<file path="src/rtl/counter_seq_ctrl.sv">
// Configurable up-counter sequencer: takes limit/prescale/mode over valid/ready,
// counts with a prescaled strobe, wraps at limit and emits a registered terminal tick.
module counter_seq_ctrl #(
  parameter int WIDTH = 8,
  parameter int PRE_W = 4
) (
  input  logic             clk,
  input  logic             rst,
  input  logic             cfg_valid,
  output logic             cfg_ready,
  input  logic [WIDTH-1:0] cfg_limit,
  input  logic [PRE_W-1:0] cfg_prescale,
  input  logic             cfg_periodic,
  input  logic             start,
  input  logic             stop,
  output logic [WIDTH-1:0] count,
  output logic             tick,
  output logic             busy,
  output logic             done
);

  typedef enum logic [1:0] {
    ST_IDLE  = 2'd0,
    ST_ARMED = 2'd1,
    ST_RUN   = 2'd2,
    ST_DONE  = 2'd3
  } state_t;

  state_t           state_r, state_s;
  logic [WIDTH-1:0] count_r, count_s;
  logic [PRE_W-1:0] pre_r, pre_s;
  logic [WIDTH-1:0] limit_r, limit_s;
  logic [PRE_W-1:0] prescale_r, prescale_s;
  logic             periodic_r, periodic_s;
  logic             tick_r, tick_s;
  logic             done_r;
  logic             cfg_xfer_s;
  logic             strobe_s;
  logic             at_limit_s;

  assign cfg_ready  = (state_r != ST_RUN);
  assign busy       = (state_r == ST_RUN);
  assign count      = count_r;
  assign tick       = tick_r;
  assign done       = done_r;

  assign cfg_xfer_s = cfg_valid & cfg_ready;
  assign strobe_s   = (pre_r == prescale_r);
  assign at_limit_s = (count_r == limit_r);

  // Next-state, counter and config-capture decode
  always_comb begin
    state_s    = state_r;
    count_s    = count_r;
    pre_s      = pre_r;
    limit_s    = limit_r;
    prescale_s = prescale_r;
    periodic_s = periodic_r;
    tick_s     = 1'b0;
    case (state_r)
      ST_IDLE: begin
        if (cfg_xfer_s) begin
          state_s    = ST_ARMED;
          limit_s    = cfg_limit;
          prescale_s = cfg_prescale;
          periodic_s = cfg_periodic;
          count_s    = {WIDTH{1'b0}};
          pre_s      = {PRE_W{1'b0}};
        end else begin
          state_s = ST_IDLE;
        end
      end
      ST_ARMED, ST_DONE: begin
        // A config transfer wins over a coincident start
        if (cfg_xfer_s) begin
          state_s    = ST_ARMED;
          limit_s    = cfg_limit;
          prescale_s = cfg_prescale;
          periodic_s = cfg_periodic;
          count_s    = {WIDTH{1'b0}};
          pre_s      = {PRE_W{1'b0}};
        end else if (start) begin
          state_s = ST_RUN;
          count_s = {WIDTH{1'b0}};
          pre_s   = {PRE_W{1'b0}};
        end else begin
          state_s = state_r;
        end
      end
      ST_RUN: begin
        if (stop) begin
          state_s = ST_ARMED;
          count_s = {WIDTH{1'b0}};
          pre_s   = {PRE_W{1'b0}};
        end else if (strobe_s) begin
          pre_s = {PRE_W{1'b0}};
          if (at_limit_s) begin
            tick_s  = 1'b1;
            count_s = {WIDTH{1'b0}};
            if (periodic_r) begin
              state_s = ST_RUN;
            end else begin
              state_s = ST_DONE;
            end
          end else begin
            count_s = count_r + WIDTH'(1);
          end
        end else begin
          pre_s = pre_r + PRE_W'(1);
        end
      end
      default: begin
        state_s = ST_IDLE;
        count_s = {WIDTH{1'b0}};
        pre_s   = {PRE_W{1'b0}};
      end
    endcase
  end

  // State, datapath and registered output update
  always_ff @(posedge clk) begin
    if (rst) begin
      state_r    <= ST_IDLE;
      count_r    <= {WIDTH{1'b0}};
      pre_r      <= {PRE_W{1'b0}};
      limit_r    <= {WIDTH{1'b0}};
      prescale_r <= {PRE_W{1'b0}};
      periodic_r <= 1'b0;
      tick_r     <= 1'b0;
      done_r     <= 1'b0;
    end else begin
      state_r    <= state_s;
      count_r    <= count_s;
      pre_r      <= pre_s;
      limit_r    <= limit_s;
      prescale_r <= prescale_s;
      periodic_r <= periodic_s;
      tick_r     <= tick_s;
      done_r     <= (state_s == ST_DONE);
    end
  end

endmodule

</file>
<file path="config.mk">
export PLATFORM = sky130hd
export DESIGN_NAME = counter_seq_ctrl
export DESIGN_NICKNAME = d
export VERILOG_FILES = /design/src/rtl/counter_seq_ctrl.sv
export SDC_FILE = /design/constraint.sdc
export NUM_CORES = 1
export LEC_CHECK = 0
export ABC_AREA = 1
export CORE_ASPECT_RATIO = 0.8
export CORE_MARGIN = 1.5
export CORE_UTILIZATION = 50
export CTS_CLUSTER_DIAMETER = 80
export DETAILED_ROUTE_END_ITERATION = 8
export GPL_ROUTABILITY_DRIVEN = 0
export PLACE_DENSITY = 0.78
export SETUP_SLACK_MARGIN = 0.4
export SYNTH_ARGS = -nofsm -noshare
export SYNTH_HDL_FRONTEND = slang
export SYNTH_SLANG_ARGS = --single-unit
</file>
<file path="constraint.sdc">
create_clock -name clk -period 1.4 [get_ports clk]
set_input_delay 0.14 -clock clk [delete_from_list [all_inputs] [get_ports clk]]
set_output_delay 0.14 -clock clk [all_outputs]
set_load 0.1 [all_outputs]
</file>
==> impl_metrics.json <==
{
  "crit_chain": "inv_1 > nand2_1 > nand2_1 > nor2_2 > nand2_2 > a21oi_4 > nand2_1 > nand2_1 > nand3_1 > nor2_1",
  "worst_setup_path_start_kind": "flop",
  "synthAdderAreaFrac_pct": 1.726,
  "grt.busiest_layer": "met2",
  "cp-end-kind": "flop",
  "worst-setup-path-type": "reg2reg",
  "syn_inst": 221,
  "gr-usage-met3_pct": 8.590,
  "die_area_um2": 3234,
  "ir_worst_vdd_mv": 0.7503,
  "fin_crit_ns": 1.733,
  "drive_above_1_share_pct": 51.72,
  "htree_levels": 2,
  "max_freq_ghz": 0.5769,
  "fin_crit_sh_pct": 123.8,
  "critPathRequiredTime_ns": 1.68,
  "pin_count": 30,
  "grt_first_pass_wirelength_mm": 7.314,
  "drv_slew": 0,
  "coreArea_um2": 2765,
  "ant_nets": 0,
  "crit_family": "simple AND/OR/NAND/NOR gates",
  "synth_fp_nets": 241,
  "fin_setup_tns_ns": -1.491,
  "cts_made_buffers": 5,
  "wl_per_cell_um": 19.96,
  "antenna_found_initial": 0,
  "dr.pass1.iters": 5,
  "syn_area_per_cell_um2": 6.562,
  "crit_top_cell": "nand2_1",
  "vias": 1914,
  "cts.reportedPaths.clkPinSlew_ns": 0.11,
  "yosys.area_share.simple_pct": 31.49,
  "worstPathBufferInverterCount": 1,
  "initialDrtViolationCount": 238,
  "syn_area_um2": 1450,
  "relSlewSlack_pct": 76.58,
  "clockBufferDepth": 2,
  "synth_cell_types": 22,
  "hold_class": "in2reg",
  "hold_violations": 0,
  "critPathMaxFanout": 5,
  "drv_cap": 0,
  "die_w_um": 63.21,
  "initial_utilization_pct": 52.44,
  "hold_buffers": 0,
  "port-buffer-count": 29,
  "synth_mux_area_share_pct": 0,
  "root_buffer": "clkbuf_4",
  "clkSinkCount": 29,
  "grt_pass1_vias": 1628,
  "routed_wl_mm": 6.547,
  "diodes": 0,
  "grt_start_max_net_pins": 21,
  "worst_pin_slew_ns": 0.3476,
  "cp_slowest_cell": "dfxtp_1",
  "die_y_um": 51.17,
  "synth_top_family_by_area": "simple AND/OR/NAND/NOR gates",
  "viasPerCell": 5.835,
  "max_stage_delay_ns": 0.38,
  "status": "complete, but fails checks",
  "cts_tree": "done",
  "synth_compound_area_share_pct": 15.36,
  "synth_xor_xnor_area_share_pct": 0.6040,
  "timing.hold.ws_ns": 0.3771,
  "setup_viol": 13,
  "skew_ns": 0.01949,
  "dp_hpwl_mm": 2.374,
  "async_flop_share_pct": 0,
  "violations": "setup timing",
  "worstPathArrival_ns": 2.02,
  "worst_slack_ns": -0.3334,
  "power.density_nw_per_um2": 735.4,
  "synthToLayoutAreaGrowth_pct": 77.74,
  "synth_flop_cell": "dfxtp_1",
  "overflow": 0,
  "ys_warn_count": 0,
  "yosysSeqAreaShare_pct": 40.03,
  "drcViolationCount": 0,
  "grt_use_met1_pct": 34.35,
  "row_count": 17,
  "use_met2_pct": 52.30,
  "fin_nets": 309,
  "fill_cells": 90,
  "rsz0062_at_grt": "true",
  "synth_edf_count": 0,
  "p_leak_uw": 0.001085,
  "synth-seq-cells": 29,
  "grt_usage_pct": 30.26,
  "clk_latency_ns": 0.37
}
-- final timing paths --
kind	slack, ns	endpoint	cells past startpoint	startpoint
max	-0.33	count[2]	10	prescale_r[2]
min	0.38	limit_r[5]	3	cfg_limit[5]
max reg2reg	-0.33	count[2]	10	prescale_r[2]
min reg2reg	0.47	prescale_r[3]	2	prescale_r[3]
-- worst reg2reg max path, cell delays in order (launching register included) --
cell	delay (ns)
dfxtp_1	0.38
inv_1	0.10
nand2_1	0.07
nand2_1	0.08
nor2_2	0.11
nand2_2	0.10
a21oi_4	0.26
nand2_1	0.14
nand2_1	0.12
nand3_1	0.10
nor2_1	0.19
-- kinds of logic (layout without fill, tap and decap cells) --
group,after synthesis,count (layout)
DFF,29,29
buffers and inverters,41,110
and+or+nand+nor,106,106
adders and majority gates,2,2
AOI/OAI and AO/OA,42,42
xor gates and xnor gates,1,1
-- metal layers --
metal	vias up	wire length, um
met3	47	539
met5	-	0
met1	885	2472
li1	833	-
met4	0	459
met2	149	3076
-- synthesized netlist by cell type (3+ instances only) --
cell type	number	area (um2)
o21ai_0	19	95.09
a21oi_1	20	100.1
inv_2	4	15.01
dfxtp_1	29	580.6
inv_1	33	123.9
nand3_1	6	30.03
nor2_2	3	18.77
nor2_1	21	78.83
nand2_2	3	18.77
nand2_1	66	247.7
-- layout by cell type, fill, tap and decap left out --
| master | count |
|---|---|
| a21oi_1 | 16 |
| a21oi_2 | 4 |
| a21oi_4 | 1 |
| buf_12 | 15 |
| buf_4 | 16 |
| buf_6 | 16 |
| clkbuf_1 | 3 |
| clkbuf_4 | 5 |
| clkdlybuf4s50_1 | 17 |
| clkinvlp_4 | 1 |
| dfxtp_1 | 7 |
| dfxtp_2 | 13 |
| dfxtp_4 | 9 |
| ha_1 | 1 |
| ha_4 | 1 |
| inv_1 | 18 |
| inv_12 | 1 |
| inv_2 | 14 |
| inv_4 | 4 |
| nand2_1 | 48 |
| nand2_2 | 17 |
| nand2_4 | 4 |
| nand2_8 | 1 |
| nand3_1 | 6 |
| nand3_4 | 1 |
| nand4_1 | 2 |
| nor2_1 | 14 |
| nor2_2 | 8 |
| nor2_4 | 3 |
| nor3_1 | 1 |
| nor3_2 | 1 |
| o21ai_0 | 3 |
| o21ai_1 | 2 |
| o21ai_2 | 14 |
| o21ai_4 | 1 |
| o22ai_1 | 1 |
| xor2_1 | 1 |
-- report_power, final --
| group | internal [uW] | switching, uW |
|---|---|---|
| registers | 849 | 30.1 |
| clock network | 200 | 332 |
| logic | 199 | 286 |
| total | 1250 | 648 |
-- registers in the layout, summed over array words and instances, names as in the netlist --
| register | cells |
|---|---|
| count | 8 |
| limit_r | 8 |
| pre_r | 4 |
| done | 1 |
| tick | 1 |
| prescale_r | 4 |
| periodic_r | 1 |
| state_r | 2 |
-- per-stage QoR --
step | worst slack (ns) | instance area, um2 | utilization (%) | power (uW) | instances
CTS | 0.06278 | 2410 | 87.15 | 1756 | 321
global route | -0.4646 | 2577 | 93.21 | 1943 | 328
floorplan | -0.4040 | 1526 | - | 1070 | 221
finish | -0.3334 | 2577 | 93.21 | 1895 | 328
detailed placement | -0.1461 | 2008 | 72.62 | 1181 | 289
global placement | -0.1067 | 2008 | 72.62 | 1171 | 289
-- layout make-up --
class,instances,area (um2),area share (%)
repair buffers,64,770.7,29.90
flip-flops and latches,29,630.6,24.47
well taps,38,47.55,1.845
repair inverters,1,6.256,0.2427
inverters,37,162.7,6.311
clock buffers,8,48.80,1.893
multi-input cells,151,910.9,35.34
-- timing repair --
item | in CTS | in global routing
buffers inserted | 23 | 7
cloned | 1 | 0
pin swaps | 13 | 18
gates resized for setup | 57 | 40
setup endpoints to repair | 39 | 41
Note: power is estimated with default switching activity, not from simulation.
==> edit (same settings) <==
Register the output `count` once more; this adds one clock of latency there. The other outputs are not delayed to match.
--- a/src/rtl/counter_seq_ctrl.sv
+++ b/src/rtl/counter_seq_ctrl.sv
@@ -42,3 +42,5 @@
   assign busy       = (state_r == ST_RUN);
-  assign count      = count_r;
+  always_ff @(posedge clk) begin
+    count <= count_r;
+  end
   assign tick       = tick_r;
Check against the original RTL: not equivalent (a bounded check fails within 4 cycles, from zero or initial values and one cycle with rst high).
==> edit against the original RTL <==
- area after synthesis is 29% higher
- sequential cell count is 8 higher
- cell count increased by 10%
- worst setup slack gained 360 ps
- maximum frequency increased by 26%
- first-iteration DRC count is 3.4% higher
- wire length decreased by 20%
- largest power group unchanged
- cell area increased by 14%
- total power increased by 27%
- critical endpoint is now done$_SDFF_PP0_
==> edit: results (changes against the original RTL) <==
| Metric | Value |
|---|---|
| Clock slew seen by the registers of the worst setup and hold paths | `70 ps (was 110 ps)` |
| Post-synth EDFFs | `0 (unchanged)` |
| Main area contributors after synthesis | `dfxtp_1 40%, nand2_1 15%, inv_1 6.8% (was dfxtp_1 40%, nand2_1 17%, inv_1 8.5%)` |
| Global route total overflow | `0 (unchanged)` |
| Detailed Route Iter0 Violations | `246 (was 238)` |
| First-pass GRT wire length | `7.75 mm (was 7.31 mm)` |
| Via Count | `1891 (was 1914)` |
| Commonest cells post-synth | `73 x nand2_1, 37 x dfxtp_1, 34 x inv_1 (was 66 x nand2_1, 33 x inv_1, 29 x dfxtp_1)` |
| Worst-path maximum fanout | `6 (was 5)` |
| Main synth FF type | `dfxtp_1 (unchanged)` |
| Lkg Pwr | `0.00125 µW (was 0.00109 µW)` |
| DRT Pass-1 Iters | `4 (was 5)` |
| Min-delay src | `count_r[7]$_SDFFE_PP0P_ (was cfg_limit[5])` |
| Vias per std cell | `5.24 (was 5.84)` |
| Share of cells above drive strength 1 | `0.533 (was 0.517)` |
| # Post-CTS Setup Buffers | `9 (was 23)` |
| Vias in the first global route | `1691 (was 1628)` |
| Worst skew pair latency | `300 ps (was 370 ps)` |
| Final setup skew | `4.48 ps (was 19.5 ps)` |
| Post-synthesis cell type count | `32 (was 22)` |
| Largest stage delay on the critical path | `380 ps (about the same)` |
| YS warnings | `0 (unchanged)` |
| Critical-path top delay cell | `dfxtp_4 (was dfxtp_1)` |
| Fillers | `174 (was 90)` |
| Slew HR | `0.822 (was 0.766)` |
| # DRC | `0 (unchanged)` |
| Status | `completed (was complete, but fails checks)` |
| Worst r2r src | `count_r[0]$_SDFFE_PP0P_ (was prescale_r[2]$_SDFFE_PP0P_)` |
| Largest regs | `count x8, count_r x8, limit_r x8` |
| Met3 Use GR | `0.0557 (was 0.0859)` |
| Hold Crit Class | `reg2reg (was in2reg)` |
| DP Wirelength | `2.93 mm (was 2.37 mm)` |
| GR Layer Usage met2 | `0.414 (was 0.523)` |
| Worst vdd ir | `765 µV (was 750 µV)` |
| Critical path class | `reg2reg (unchanged)` |
| Port Buffers | `29 (unchanged)` |
| Asr flop ratio synth | `0 (unchanged)` |
| Sequential area share after synthesis | `0.397 (was 0.400)` |
| GR Layer Usage met1 | `0.308 (was 0.343)` |
| Syn Inst Count | `260 (was 221)` |
| Hold Violations, Final | `0 (unchanged)` |
| Pin count of the biggest net entering global routing | `14 (was 21)` |
| Layout net count | `339 (was 309)` |
| Worst Path Arrival | `1610 ps (was 2020 ps)` |
| GRT Overall Usage | `0.249 (was 0.303)` |
| Clock tree root buffer cell | `clkbuf_8 (was clkbuf_4)` |
| Post-Route WL | `5.25 mm (was 6.55 mm)` |
| Inserted Clock Buffers | `5 (unchanged)` |
| Initial antenna violation count | `0 (unchanged)` |
| Post-CTS Resized | `73 (was 57)` |
| H-tree depth | `2 (unchanged)` |
| Syn nets | `280 (was 241)` |
edit: layout make-up:
| type | instances | area, µm² | share of cell area |
|---|---|---|---|
| repair buffers | 56 | 649 | 0.220 |
| flip-flops and latches | 37 | 800 | 0.271 |
| well taps | 42 | 52.6 | 0.0178 |
| inverters | 44 | 194 | 0.0658 |
| repair inverters | 2 | 20.0 | 0.00680 |
| multi-input cells | 173 | 1140 | 0.388 |
| clock buffers | 7 | 86.3 | 0.0293 |
edit: cells by family after synthesis:
kind of cell	synth area share
adders and majority gates	0.0134
and+or+nand+nor	0.353
DFF	0.397
xor gates and xnor gates	0.0141
buffers and inverters	0.111
AOI/OAI and AO/OA	0.112
edit: where the power goes:
| group | total (µW) | internal (µW) | leakage [µW] | switching (µW) |
|---|---|---|---|---|
| Sequential | 1120 | 1080 | 0.000318 | 32.5 |
| Clock | 756 | 390 | 0.0000443 | 366 |
| Combinational | 535 | 214 | 0.000884 | 321 |
| Total | 2410 | 1690 | 0.00125 | 720 |
edit: path summary, 6_finish.rpt:
path	cells past startpoint	slack, ps	endpoint
setup / recovery	12	30	done$_SDFF_PP0_
hold / removal	0	390	count[7]$_DFF_P_
setup reg to reg	12	30	done$_SDFF_PP0_
hold reg to reg	0	390	count[7]$_DFF_P_
edit: per-layer routing:
metal	wire, µm	share of wire
met1	2180	0.41
met5	0	0
met3	313	0.060
met2	2640	0.50
met4	122	0.023
edit: stage by stage:
stage / cell area [µm²] / setup slack [ps]
3_3_place_gp: 2460 / 5.36
5_1_grt: 2950 / -31.0
4_1_cts: 2830 / 139
6_report: 2950 / 28.6
2_1_floorplan: 1950 / 117
3_5_place_dp: 2460 / -65.1
edit: critical path: cells and delay by family (launching register included):
kind	cells	cell delay, ps
AND/OR/NAND/NOR	9	710
flip-flops	1	380
buffers and inverters	3	220
